[config.mk]
export PLATFORM = sky130hd
export DESIGN_NAME = shift_add_multiplier
export DESIGN_NICKNAME = d
export VERILOG_FILES = /design/src/rtl/shift_add_multiplier_pkg.sv /design/src/rtl/ripple_carry_adder.sv /design/src/rtl/shift_add_multiplier.sv
export SDC_FILE = /design/constraint.sdc
export NUM_CORES = 1
export LEC_CHECK = 0
export CAP_MARGIN = 20
export CORE_UTILIZATION = 45
export DETAILED_ROUTE_END_ITERATION = 12
export PLACE_DENSITY = 0.67
export SYNTH_ARGS = -nofsm -noshare
export SYNTH_HDL_FRONTEND = slang
export SYNTH_SLANG_ARGS = --single-unit
export TNS_END_PERCENT = 1
[constraint.sdc]
create_clock -name clk -period 14.2 [get_ports clk]
set_input_delay 2.13 -clock clk [delete_from_list [all_inputs] [get_ports clk]]
set_output_delay 2.13 -clock clk [all_outputs]
set_load 0.005 [all_outputs]
[src/rtl/shift_add_multiplier_pkg.sv]
// Shared types and constants for the iterative shift-add multiplier.
// Optional early-exit behaviour is enabled by defining MUL_EARLY_EXIT_EN.
package shift_add_multiplier_pkg;

    localparam int XLEN_DEFAULT = 16;

    typedef enum logic [1:0] {
        IDLE = 2'd0,
        RUN  = 2'd1,
        DONE = 2'd2
    } mul_state_e;

    function automatic int cnt_width(input int xlen);
        return $clog2(xlen) + 1;
    endfunction

endpackage

[src/rtl/ripple_carry_adder.sv]
// Plain ripple-carry adder of parameterizable width.
// The carry is chained through a loop variable to keep it one flat cone.
module ripple_carry_adder #(
    parameter int xlen = 32
) (
    input  logic [xlen-1:0] a,
    input  logic [xlen-1:0] b,
    input  logic            carry_in,
    output logic [xlen-1:0] sum,
    output logic            carry_out
);

    logic c;

    always_comb begin
        c   = carry_in;
        sum = '0;
        for (int i = 0; i < xlen; i++) begin
            sum[i] = a[i] ^ b[i] ^ c;
            c      = (a[i] & b[i]) | (c & (a[i] ^ b[i]));
        end
        carry_out = c;
    end

endmodule

[src/rtl/shift_add_multiplier.sv]
// Iterative unsigned XLEN x XLEN multiplier, one partial product per cycle.
// Define MUL_EARLY_EXIT_EN to leave RUN once the remaining multiplier is 0.
module shift_add_multiplier
    import shift_add_multiplier_pkg::*;
#(
    parameter int XLEN = XLEN_DEFAULT
) (
    input  logic              clk,
    input  logic              rst,
    input  logic              start,
    input  logic [XLEN-1:0]   a,
    input  logic [XLEN-1:0]   b,
    output logic              busy,
    output logic              done,
    output logic [2*XLEN-1:0] product
);

    localparam int PW = 2 * XLEN;
    localparam int CW = cnt_width(XLEN);
    localparam logic [CW-1:0] CNT_LAST = CW'(XLEN - 1);

    mul_state_e state_q, state_d;

    logic [PW-1:0]   acc_q, acc_d;
    logic [PW-1:0]   mcand_q, mcand_d;
    logic [XLEN-1:0] mplier_q, mplier_d;
    logic [CW-1:0]   cnt_q, cnt_d;
    logic [PW-1:0]   product_q, product_d;
    logic [PW-1:0]   sum;
    logic            adder_cout_unused;
    logic            last_iter;

    // The product always fits in PW bits, so the carry out never sets.
    ripple_carry_adder #(
        .xlen(PW)
    ) u_adder (
        .a        (acc_q),
        .b        (mcand_q),
        .carry_in (1'b0),
        .sum      (sum),
        .carry_out(adder_cout_unused)
    );

`ifdef MUL_EARLY_EXIT_EN
    assign last_iter = (cnt_q == CNT_LAST)
                     || (mplier_q[XLEN-1:1] == '0);
`else
    assign last_iter = (cnt_q == CNT_LAST);
`endif

    always_comb begin
        state_d   = state_q;
        acc_d     = acc_q;
        mcand_d   = mcand_q;
        mplier_d  = mplier_q;
        cnt_d     = cnt_q;
        product_d = product_q;
        unique case (1'b1)
            (state_q == IDLE): begin
                if (start) begin
                    acc_d    = '0;
                    mcand_d  = {{XLEN{1'b0}}, a};
                    mplier_d = b;
                    cnt_d    = '0;
                    state_d  = RUN;
                end
            end
            (state_q == RUN): begin
                acc_d    = mplier_q[0] ? sum : acc_q;
                mcand_d  = mcand_q << 1;
                mplier_d = mplier_q >> 1;
                cnt_d    = cnt_q + CW'(1);
                // Capture the final sum so product is valid with done.
                if (last_iter) begin
                    state_d   = DONE;
                    product_d = acc_d;
                end
            end
            (state_q == DONE): begin
                state_d = IDLE;
            end
            default: begin
                state_d = IDLE;
            end
        endcase
    end

    always_ff @(posedge clk) begin
        if (rst) begin
            state_q   <= IDLE;
            acc_q     <= '0;
            mcand_q   <= '0;
            mplier_q  <= '0;
            cnt_q     <= '0;
            product_q <= '0;
        end else begin
            state_q   <= state_d;
            acc_q     <= acc_d;
            mcand_q   <= mcand_d;
            mplier_q  <= mplier_d;
            cnt_q     <= cnt_d;
            product_q <= product_d;
        end
    end

    assign busy    = (state_q == RUN);
    assign done    = (state_q == DONE);
    assign product = product_q;

endmodule

* Word-level counts from Yosys, hierarchy flattened *
Cells that the tools add are included.

operators by class
  bitwise operators = 154
  equality and inequality tests = 5
  add/sub/neg operators = 1
  reduce and logical (&&, ||, !) cells = 5
  multiplexer cells = 12

operators with widths
  cell                 number
  $pmux 32 s2          2
  $mux 32              3
  $xor 1x1->1          63
  $and 1x1->1          61
  $pmux 16 s2          1
  $or 1x1->1           30
  $mux 16              1
  $pmux 5 s2           1
  $reduce_and 2->1     3
  $add 5x1->5 const B  1
  $eq 5x4->1 const B   1
  $mux 5               1
  $mux 2               2
  $pmux 2 s2           1
  $eq 2x1->1 const B   1
  $eq 2x2->1 const B   1
  $logic_not 2->1      1
  $ne 2x1->1 const B   1
  $ne 2x2->1 const B   1
  $reduce_bool 2->1    1

word-level totals
  flip-flop bits (word level) = 119
  input port bits = 35
  word-level logic and storage cells = 183
  output and inout port bits = 34

* Logic depth before layout (Yosys ltp) *
Gate-level depths: netlist (run 1).

  depth in word-level cells = 64
  gate-level depth with buffers = 36
  gate-level depth less buffers = 36

* By module *
A second synthesis (run 1) with hierarchy kept.

unflattened totals
  cells, all modules = 489
  area, all modules = 5,318.9 sq um

by module, submodules not included
  module                sequential area each (sq um)  cells an instance  area an instance (sq um)  times used
  shift_add_multiplier  2,382.3                       447                4,640.7                   1
  ripple_carry_adder    0.0                           42                 678.2                     1

* Worst setup path after synthesis (run 1) *
No wires, ideal clock.

  path type = reg-to-reg
  from = register mcand_q[0]
  to = register product_q[30], in the netlist product[30]
  arrival time = 12.204 ns
  stages on the path, launching flop included = 36
  library setup time = 0.117 ns
  period minus slack after synthesis = 12.321 ns
  buffers on the path = 0
  setup slack = 1.879 ns
  data required time = 14.083 ns
  path through = dfxtp_1 -> ha_1 -> inv_1 -> fa_1 -> fa_1 -> fa_1 -> fa_1 -> fa_1 -> fa_1 -> fa_1 -> fa_1 -> fa_1 -> fa_1 -> fa_1 -> fa_1 -> fa_1 -> fa_1 -> fa_1 -> fa_1 -> fa_1 -> fa_1 -> fa_1 -> fa_1 -> fa_1 -> fa_1 -> fa_1 -> fa_1 -> fa_1 -> fa_1 -> fa_1 -> fa_1 -> inv_1 -> fa_1 -> fa_1 -> mux2_2 -> a22o_1

on the way
  cells in the longest elaborated chain, start to end = 61

RTL lines
  item                       line                         source
  from (decl)                shift_add_multiplier.sv:25   logic [PW-1:0] mcand_q, mcand_d;
  from (signal assigned)     shift_add_multiplier.sv:99   mcand_q <= mcand_d;
  $and 1x1->1 (2 in series)  ripple_carry_adder.sv:20     c = (a[i] & b[i]) | (c & (a[i] ^ b[i]));
  $or 1x1->1                 ripple_carry_adder.sv:20
  $and 1x1->1                ripple_carry_adder.sv:20
  $or 1x1->1                 ripple_carry_adder.sv:20
  $and 1x1->1                ripple_carry_adder.sv:20
  $or 1x1->1                 ripple_carry_adder.sv:20
  $and 1x1->1                ripple_carry_adder.sv:20
  $or 1x1->1                 ripple_carry_adder.sv:20
  [44 not listed]            n/a
  $and 1x1->1                ripple_carry_adder.sv:20
  $or 1x1->1                 ripple_carry_adder.sv:20
  $and 1x1->1                ripple_carry_adder.sv:20
  $or 1x1->1                 ripple_carry_adder.sv:20
  $and 1x1->1                ripple_carry_adder.sv:20
  $or 1x1->1                 ripple_carry_adder.sv:20
  $xor 1x1->1                ripple_carry_adder.sv:19     sum[i] = a[i] ^ b[i] ^ c;
  $mux 32                    shift_add_multiplier.sv:69   acc_d = mplier_q[0] ? sum : acc_q;
  to (signal assigned)       shift_add_multiplier.sv:102  product_q <= product_d;
  to (decl)                  shift_add_multiplier.sv:28   logic [PW-1:0] product_q, product_d;

Every way passes these cells.
A chain may end at the register's enable or synchronous reset.

* Final worst setup path (run 1) *
Same ends and word-level chain as after synthesis.

==> results.yml, run 1 <==
detailed_routing:
  vias_per_cell: 5.40
  drt_iter0_markers: 309
  ant_nets: 0
  wl_per_cell_um: 15.3
  post-route-drc-count: 0
  highest_layer: "met4"
  first_pass_iters: 6
  vias: 4594
  met3_length_um: 619
  met1Wirelength_um: 6020
  wl_um: 13000
  dr_wl_met2_um: 6120
synth:
  synth_fp_nets: 699
  synth_warnings: 0
  syn_avg_cell_area_um2: 9.07
  synthFlopType: "dfxtp_1"
  synth_seq_area_share_pct: 41.6
  synth-seq-cells: 119
  synth_edf_count: 0
  synthArstFlopShare_pct: 0
  yosys-top-cells-area: "dfxtp_1 (42%), fa_1 (10%), a22o_1 (6.9%)"
  synth_top_area_share_pct: 41.6
  synth_top_area_cell: "dfxtp_1"
  netlist_area_um2: 5730
  ys_types: 42
  syn_inst: 631
worst_setup_path:
  cp_max_fo: 4
  cpMaxStageDelayCell: "fa_1"
  crit_family: "adder cells"
  reg2reg_depth: 35
  cpMostUsedCell: "fa_1"
  crit_cells: 35
  setup.worst_path.start: "mcand_q[0]"
  cp-start-kind: "flip-flop"
  reg2reg_from: "mcand_q[0]"
  max_stage_delay_ns: 0.42
  cp.buffers_inverters: 2
  path_class: "flip-flop to flip-flop"
  cp-endpoint: "product[30]"
  reg2reg_slack_ns: 1.34
  worstPathRequired_ns: 14.51
  rr_endpoint: "product[30]"
  endpoint_kind: "flip-flop"
  worstPathArrival_ns: 13.17
placed_design:
  dp_hpwl_um: 8130
  placed_area_um2: 6420
  place_ws_ns: 1.37
  gp_routability_congestion: 0.784
  io_buffers: 68
die:
  ios: 69
  die_y_um: 115
  dieWidth_um: 115
  num_rows: 40
  core_area_um2: 12200
  initial_utilization_pct: 46.9
  die_area_um2: 13200
cts:
  htree_levels: 4
  clockBufferDepth: 2
  cts_sinks: 119
  cts_hold_buf: 0
  cts_tree: "yes"
  path_clk_slew_ns: 0.05
  clk_latency_ns: 0.42
  cts-buffers-inserted: 17
  root_buffer: "clkbuf_16"
  postCtsResizedCells: 0
  cts_setup_buffers: 0
final_layout:
  syn2layout_area_growth_pct: 22.0
  layout.nets: 740
  fill_cells: 1112
  drive_gt1_share_pct: 7.03
  layout_common_cells: "dfxtp_1 (117), nor2_1 (89), clkdlybuf4s50_1 (67)"
  design_area_um2: 6990
  diodes: 0
  fin_util_pct: 57.2
  final_common_cell: "dfxtp_1"
grt:
  grt_max_degree: 90
  grt_pass1_wl_um: 21800
  grt_usage_pct: 21.4
  grt_pass1_vias: 4439
  antenna_found_initial: 0
  grt_overflow: 0
power:
  power.switching_uw: 197
  swShare_pct: 23.9
  p_leak_uw: 0.00238
  clockPowerShare_pct: 47.2
  comb_power_share_pct: 10.2
  power_density_nw_per_um2: 118
  p_int_uw: 628
  vdd_drop_max_uv: 66.9
  power_frac_seq_pct: 42.7
timing:
  rsz0062_at_grt: "no"
  layout_setup_ws_ns: 1.34
  fin_skew_ns: 0.00697
  worstMarginPinSlew_ns: 0.929
  post-route-period-util_pct: 90.6
  fmax_mhz: 77.7
  hold_viol_final: 0
  slew_headroom_pct: 38.0
  finalSetupViolCount: 0
  holdWs_ns: 0.472
  slew_viol_final: 0
  period_needed_ns: 12.86
  fin_tns_setup_ns: 0
status:
  status: "complete, no violations"
job:
  drv_cap: 0
min_path:
  min_path_type: "flip-flop to flip-flop"
==> stage by stage <==
step	total power (uW)	cells
5_1_grt	862	851
3_3_place_gp	438	819
4_1_cts	830	850
6_report	826	851
3_5_place_dp	441	820
2_1_floorplan	417	631
==> cell families (layout without fill, tap and decap cells) <==
logic type      after synthesis  in the layout  share of synthesized area, %
xor+xnor                      1              1                         0.153
mux                           4              4                         0.765
buf+inv                     119            171                          9.18
flops                       119            119                          41.6
fa+ha+maj                    33             33                          11.1
compound gates              215            215                          25.6
simple gates                140            140                          11.6
==> power by group through the flow <==
| stage | clock [uW] | combinational [uW] | sequential [uW] |
|---|---|---|---|
| after global placement | 0 | 77.3 | 360 |
| after floorplan | 0 | 61.8 | 355 |
| after detailed placement | 0 | 80.0 | 361 |
| after CTS | 396 | 80.5 | 354 |
| after global routing | 415 | 93.4 | 353 |
| final | 390 | 83.8 | 352 |
==> cells in the mapped netlist, types with 4 or more instances <==
cell         n
dfxtp_1    119
nor2_1      89
a21oi_1     63
inv_1       62
a22o_1      45
o21ai_0     35
fa_1        30
nand2b_1    29
clkbuf_1    25
buf_2       23
a22oi_1     17
a221oi_1    16
a211oi_1    15
o2bb2ai_1   12
nand2_1      6
buf_6        5
o22ai_1      4
==> cell type report <==
cell class	instances	area [um2]	share of cell area (%)
flip-flops and latches	119	2380	34.1
well taps	168	210	3.01
inverters	62	233	3.33
multi-input cells	393	2820	40.4
clock inverters	3	15.0	0.215
clock buffers	27	523	7.49
repair buffers	79	798	11.4
==> flip-flops by register name, indices dropped and copies added (netlist names) <==
name,count
state_q,2
mcand_q,32
acc_q,32
product,32
cnt_q,5
mplier_q,16
==> worst min path at each step <==
| stage | startpoint | depth (start not counted) | to | slack (ns) |
|---|---|---|---|---|
| 2_1_floorplan | mplier_q[15] | 2 | mplier_q[15] | 0.46 |
| 3_3_place_gp | product[12] | 1 | product[12] | 0.46 |
| 3_5_place_dp | product[26] | 1 | product[26] | 0.46 |
| 4_1_cts | product[8] | 1 | product[8] | 0.48 |
| 5_1_grt | product[17] | 1 | product[17] | 0.49 |
| 6_report | product[13] | 1 | product[13] | 0.47 |
==> layer usage <==
layer / vias to the layer above / global-route usage, %
met5: - / 0
met4: 0 / 9.70
met3: 26 / 5.11
met2: 132 / 33.4
met1: 2183 / 28.4
li1: 2253 / -
(Power assumes the default switching activity.)
==> inputs of run 2 (changes only) <==
CORE_UTILIZATION = 46   (was 45)
PLACE_DENSITY = 0.68   (was 0.67)
==> results.yml, run 2 (synthesized netlist as in run 1, its figures left out) <==
placed_design:
  placed_cells: 821
  place_ws_ns: 1.34
  dp_hpwl_um: 8050
  io_buffers: 68
  gp_routability_congestion: 0.783
timing:
  post-route-period-util_pct: 90.8
  fmax_mhz: 77.6
  fin_tns_setup_ns: 0
  holdWs_ns: 0.472
  worstMarginPinSlew_ns: 0.939
  slew_viol_final: 0
  slew_headroom_pct: 37.4
  finalSetupViolCount: 0
  period_needed_ns: 12.89
  layout_setup_ws_ns: 1.31
  hold_viol_final: 0
  fin_skew_ns: 0.0101
  rsz0062_at_grt: "no"
die:
  dieWidth_um: 114
  die_y_um: 114
  ios: 69
  initial_utilization_pct: 47.5
  num_rows: 40
  die_area_um2: 12900
  core_area_um2: 12100
worst_setup_path:
  crit_family: "adder cells"
  endpoint_kind: "flip-flop"
  cp_max_fo: 4
  path_class: "flip-flop to flip-flop"
  rr_endpoint: "product[30]"
  cp-start-kind: "flip-flop"
  reg2reg_from: "mcand_q[0]"
  max_stage_delay_ns: 0.43
  worstPathArrival_ns: 13.21
  cp.buffers_inverters: 2
  cpMostUsedCell: "fa_1"
  reg2reg_depth: 35
  worstPathRequired_ns: 14.52
  reg2reg_slack_ns: 1.31
  cpMaxStageDelayCell: "fa_1"
job:
  drv_cap: 0
grt:
  antenna_found_initial: 0
  grt_pass1_vias: 4429
  grt_usage_pct: 21.1
  grt_overflow: 0
  grt_pass1_wl_um: 21400
  grt_max_degree: 90
min_path:
  hold_start: "product[2]"
  min_path_type: "flip-flop to flip-flop"
  holdPathEnd: "product[2]"
  hold_path_depth: 1
cts:
  clockBufferDepth: 2
  root_buffer: "clkbuf_16"
  htree_levels: 4
  cts_sinks: 119
  postCtsResizedCells: 0
  cts-buffers-inserted: 17
  clk_latency_ns: 0.43
  cts_tree: "yes"
  cts_setup_buffers: 0
  path_clk_slew_ns: 0.05
  cts_hold_buf: 0
detailed_routing:
  first_pass_iters: 5
  drt_iter0_markers: 291
  wl_um: 12800
  vias: 4594
  post-route-drc-count: 0
  wl_per_cell_um: 15.0
  ant_nets: 0
  vias_per_cell: 5.40
final_layout:
  fill_cells: 1079
  final_common_cell: "dfxtp_1"
  finalNonFillerCells: 850
  layout.nets: 740
  layout_common_cells: "dfxtp_1 (117), nor2_1 (89), clkdlybuf4s50_1 (67)"
  diodes: 0
  syn2layout_area_growth_pct: 21.4
  drive_gt1_share_pct: 7.04
status:
  status: "complete, no violations"
power:
  p_leak_uw: 0.00236
  vdd_drop_max_uv: 92.8
  power_density_nw_per_um2: 118
[run 2: routing by layer]
metal | GRT usage, % | vias up | part of all wire (%)
li1 | - | 2247 | -
met1 | 27.0 | 2198 | 45
met2 | 33.3 | 131 | 48
met3 | 6.48 | 18 | 5.3
met4 | 8.33 | 0 | 1.5
met5 | 0 | - | 0
[run 2: metrics by stage]
stage               total power [uW]  instance area [um2]  util [%]
finish                           818                 6950      57.6
global route                     850                 6950      57.6
CTS                              823                 6950      57.6
detailed placement               440                 6430      53.3
global placement                 437                 6400      53.1
floorplan                        417                 5730         -
[run 2: power breakdown]
| part | switching [uW] | leakage (uW) | internal [uW] |
|---|---|---|---|
| Combinational | 49.9 | 0.00113 | 34.7 |
| Sequential | 4.52 | 0.000968 | 345 |
| Clock | 143 | 0.000265 | 241 |
[run 2: worst max path at each step]
stage | cells past startpoint | to | slack [ns] | startpoint
5_1_grt | 36 | acc_q[31] | 0.90 | mcand_q[0]
6_report | 35 | product[30] | 1.31 | mcand_q[0]
4_1_cts | 35 | product[30] | 1.30 | mcand_q[0]
3_5_place_dp | 35 | product[30] | 1.34 | mcand_q[0]
2_1_floorplan | 35 | product[30] | 1.88 | mcand_q[0]
3_3_place_gp | 35 | product[30] | 1.53 | mcand_q[0]
[run 2: area by class of cell]
class                      instances  area, um2  share of cell area, %
clock buffer                      25        505                   7.27
clock inverter                     4       20.0                  0.288
inverter                          62        233                   3.35
multi-input combinational        393       2820                   40.6
sequential                       119       2380                   34.3
tap                              168        210                   3.02
timing repair buffer              79        778                   11.2
[run 2: worst reg2reg max path, delay by kind of cell (launching register included)]
family                     cells  cell delay [ns]
adders and majority gates     31            11.84
AOI/OAI and AO/OA              1             0.19
muxes                          1             0.27
buffers and inverters          2             0.13
DFF                            1             0.37
==> variant: new RTL, flow settings as in run 1 <==
The package constant `XLEN_DEFAULT` goes from 16 to 32.
--- a/src/rtl/shift_add_multiplier_pkg.sv
+++ b/src/rtl/shift_add_multiplier_pkg.sv
@@ -2,7 +2,7 @@
 // Optional early-exit behaviour is enabled by defining MUL_EARLY_EXIT_EN.
 package shift_add_multiplier_pkg;
 
-    localparam int XLEN_DEFAULT = 16;
+    localparam int XLEN_DEFAULT = 32;
 
     typedef enum logic [1:0] {
         IDLE = 2'd0,
Ports: changed (resized a, b and product); port bits go from 69 to 133. No check against the original RTL was run, so the function may have changed too.
==> variant against run 1 <==
The run now ends with negative setup slack left. Largest power group is now sequential cells. Area after synthesis grew 93%. Routed wire length grew 110%. Largest cell class unchanged. Sequential share of layout area shrank 0.31 points. Worst hold slack lost 0.00096 ns. Design area grew 97%. Clock skew grew 0.0072 ns. Count of clock-buffer cells in the layout grew 10. Setup slack lost 9.8 ns. Critical path depth grew 33. Sequential cell count grew 113. Total power grew 92%.
==> variant: results (changes against run 1) <==
Detailed routing
  – Metal-1 WL: 13.1 mm (+120%)
  – Routed wl met3: 1.19 mm (+93%)

Global route
  – Met1 usage: 30.8% (+2.4 points)
  – Vias in the first global route: 8,537 (+92%)

STA
  – Final worst slack: -8.50 ns (-9.84 ns)
  – Final Skew: 0.0141 ns (+0.00715 ns)
  – Worst slew pin tran: 1.04 ns (+0.110 ns)
  – Worst Hold Slack: 0.471 ns (-0.000958 ns)
  – Final setup violating endpoints: 52 (+52)

Setup path
  – CP Max Fanout: 2 (-2)
  – Crit path DAT: 23.12 ns (+9.95 ns)
  – R2r worst-path depth: 68 (+94%)
  – Start of the worst register-to-register path: acc_q[0]$_SDFFE_PP0P_

Power
  – Static leakage: 4.69 nW (+97%)

Placement
  – PortBufs: 132 (+94%)
  – Global placement routability congestion: 0.790 (+0.69%)
  – Post-DP HPWL: 16.7 mm (+100%)

Hold path
  – WHS Endpoint: mplier_q[12]$_SDFFE_PP0P_

Logic synthesis
  – Library cells used by synthesis: 49 (+17%)
  – Syn Nets: 1,302 (+86%)
  – Top cells by area, synth: dfxtp_1, fa_1, a32o_1
  – Seq/Total Area, Yosys: 42.0% (+0.40 points)

Status
  – Status: complete, but fails checks
  – Failing checks: negative setup slack

Clock tree
  – Skew-Pair Late Insertion Delay: 0.52 ns (+0.10 ns)
  – Cts bufs inserted: 25 (+8)

Finish
  – Nets: 1,405 (+90%)
  – Fillers: 2,117 (+90%)
[variant: cell types whose count changed after synthesis, moves of 20 or more]
cell / change
a32o_1: +57
fa_1: +32
clkbuf_1: +20
o21ai_0: +35
or2_2: +57
nand2b_1: -27
inv_1: +65
dfxtp_1: +113
nand4_1: +57
nor2_1: -26
nand2_1: +68
[variant: how the worst max path moves through the flow]
stage,startpoint,endpoint,slack [ns],depth (start not counted)
floorplan,acc_q[0]$_SDFFE_PP0P_,acc_q[63]$_SDFFE_PP0P_,-7.79,68
global placement,acc_q[0]$_SDFFE_PP0P_,product[63]$_SDFFE_PP0P_,-8.24,68
detailed placement,acc_q[0]$_SDFFE_PP0P_,acc_q[63]$_SDFFE_PP0P_,-8.46,68
CTS,acc_q[0]$_SDFFE_PP0P_,product[63]$_SDFFE_PP0P_,-8.53,68
global route,acc_q[0]$_SDFFE_PP0P_,product[63]$_SDFFE_PP0P_,-9.10,68
finish,acc_q[0]$_SDFFE_PP0P_,product[63]$_SDFFE_PP0P_,-8.50,68
[variant: through the flow]
stage | total power [mW] | cell area [um^2] | cells | TNS, ns | setup slack (ns)
4_1_cts | 1.60 | 13700 | 1609 | -238.20 | -8.53
5_1_grt | 1.65 | 13800 | 1611 | -261.41 | -9.10
3_3_place_gp | 0.917 | 12800 | 1564 | -229.73 | -8.24
2_1_floorplan | 0.856 | 11200 | 1171 | -208.03 | -7.79
3_5_place_dp | 0.922 | 12800 | 1564 | -236.16 | -8.46
6_report | 1.58 | 13800 | 1611 | -236.37 | -8.50
[variant: cells by family (layout without fill, tap and decap cells)]
group,count (synthesis),in the layout,synth area share [%]
compound gates,349,349,23.1
simple gates,279,279,13.1
flops,232,232,42.0
buf+inv,231,352,9.00
fa+ha+maj,64,64,11.5
mux,15,15,1.36
xor+xnor,1,1,0.0792
[variant: worst max-delay path, delay by kind of cell, from the launching register on]
family | cells | cell delay, ns
adders and majority gates | 63 | 21.43
and+or+nand+nor | 1 | 0.35
DFF | 1 | 0.33
AOI/OAI and AO/OA | 1 | 0.23
buffers and inverters | 2 | 0.13
xor gates and xnor gates | 1 | 0.07
[variant: cell type report]
| class | count | share of cell area [%] |
|---|---|---|
| clock buffers | 37 | 5.31 |
| clock inverters | 8 | 0.864 |
| inverters | 127 | 3.47 |
| multi-input cells | 708 | 41.2 |
| flip-flops and latches | 232 | 33.8 |
| well taps | 319 | 2.90 |
| repair buffers | 180 | 12.4 |
[variant: where the power goes]
part / leakage [nW] / switching (mW) / internal (mW)
clock: 0.421 / 0.261 / 0.409
sequential: 1.89 / 0.0190 / 0.680
combinational: 2.38 / 0.118 / 0.0957
total: 4.69 / 0.398 / 1.18
[variant: repair_timing]
| item | in CTS | in global routing |
|---|---|---|
| resized for setup | 18 | 5 |
| endpoints found under the setup margin | 52 | 54 |
| pin swaps | 25 | 2 |
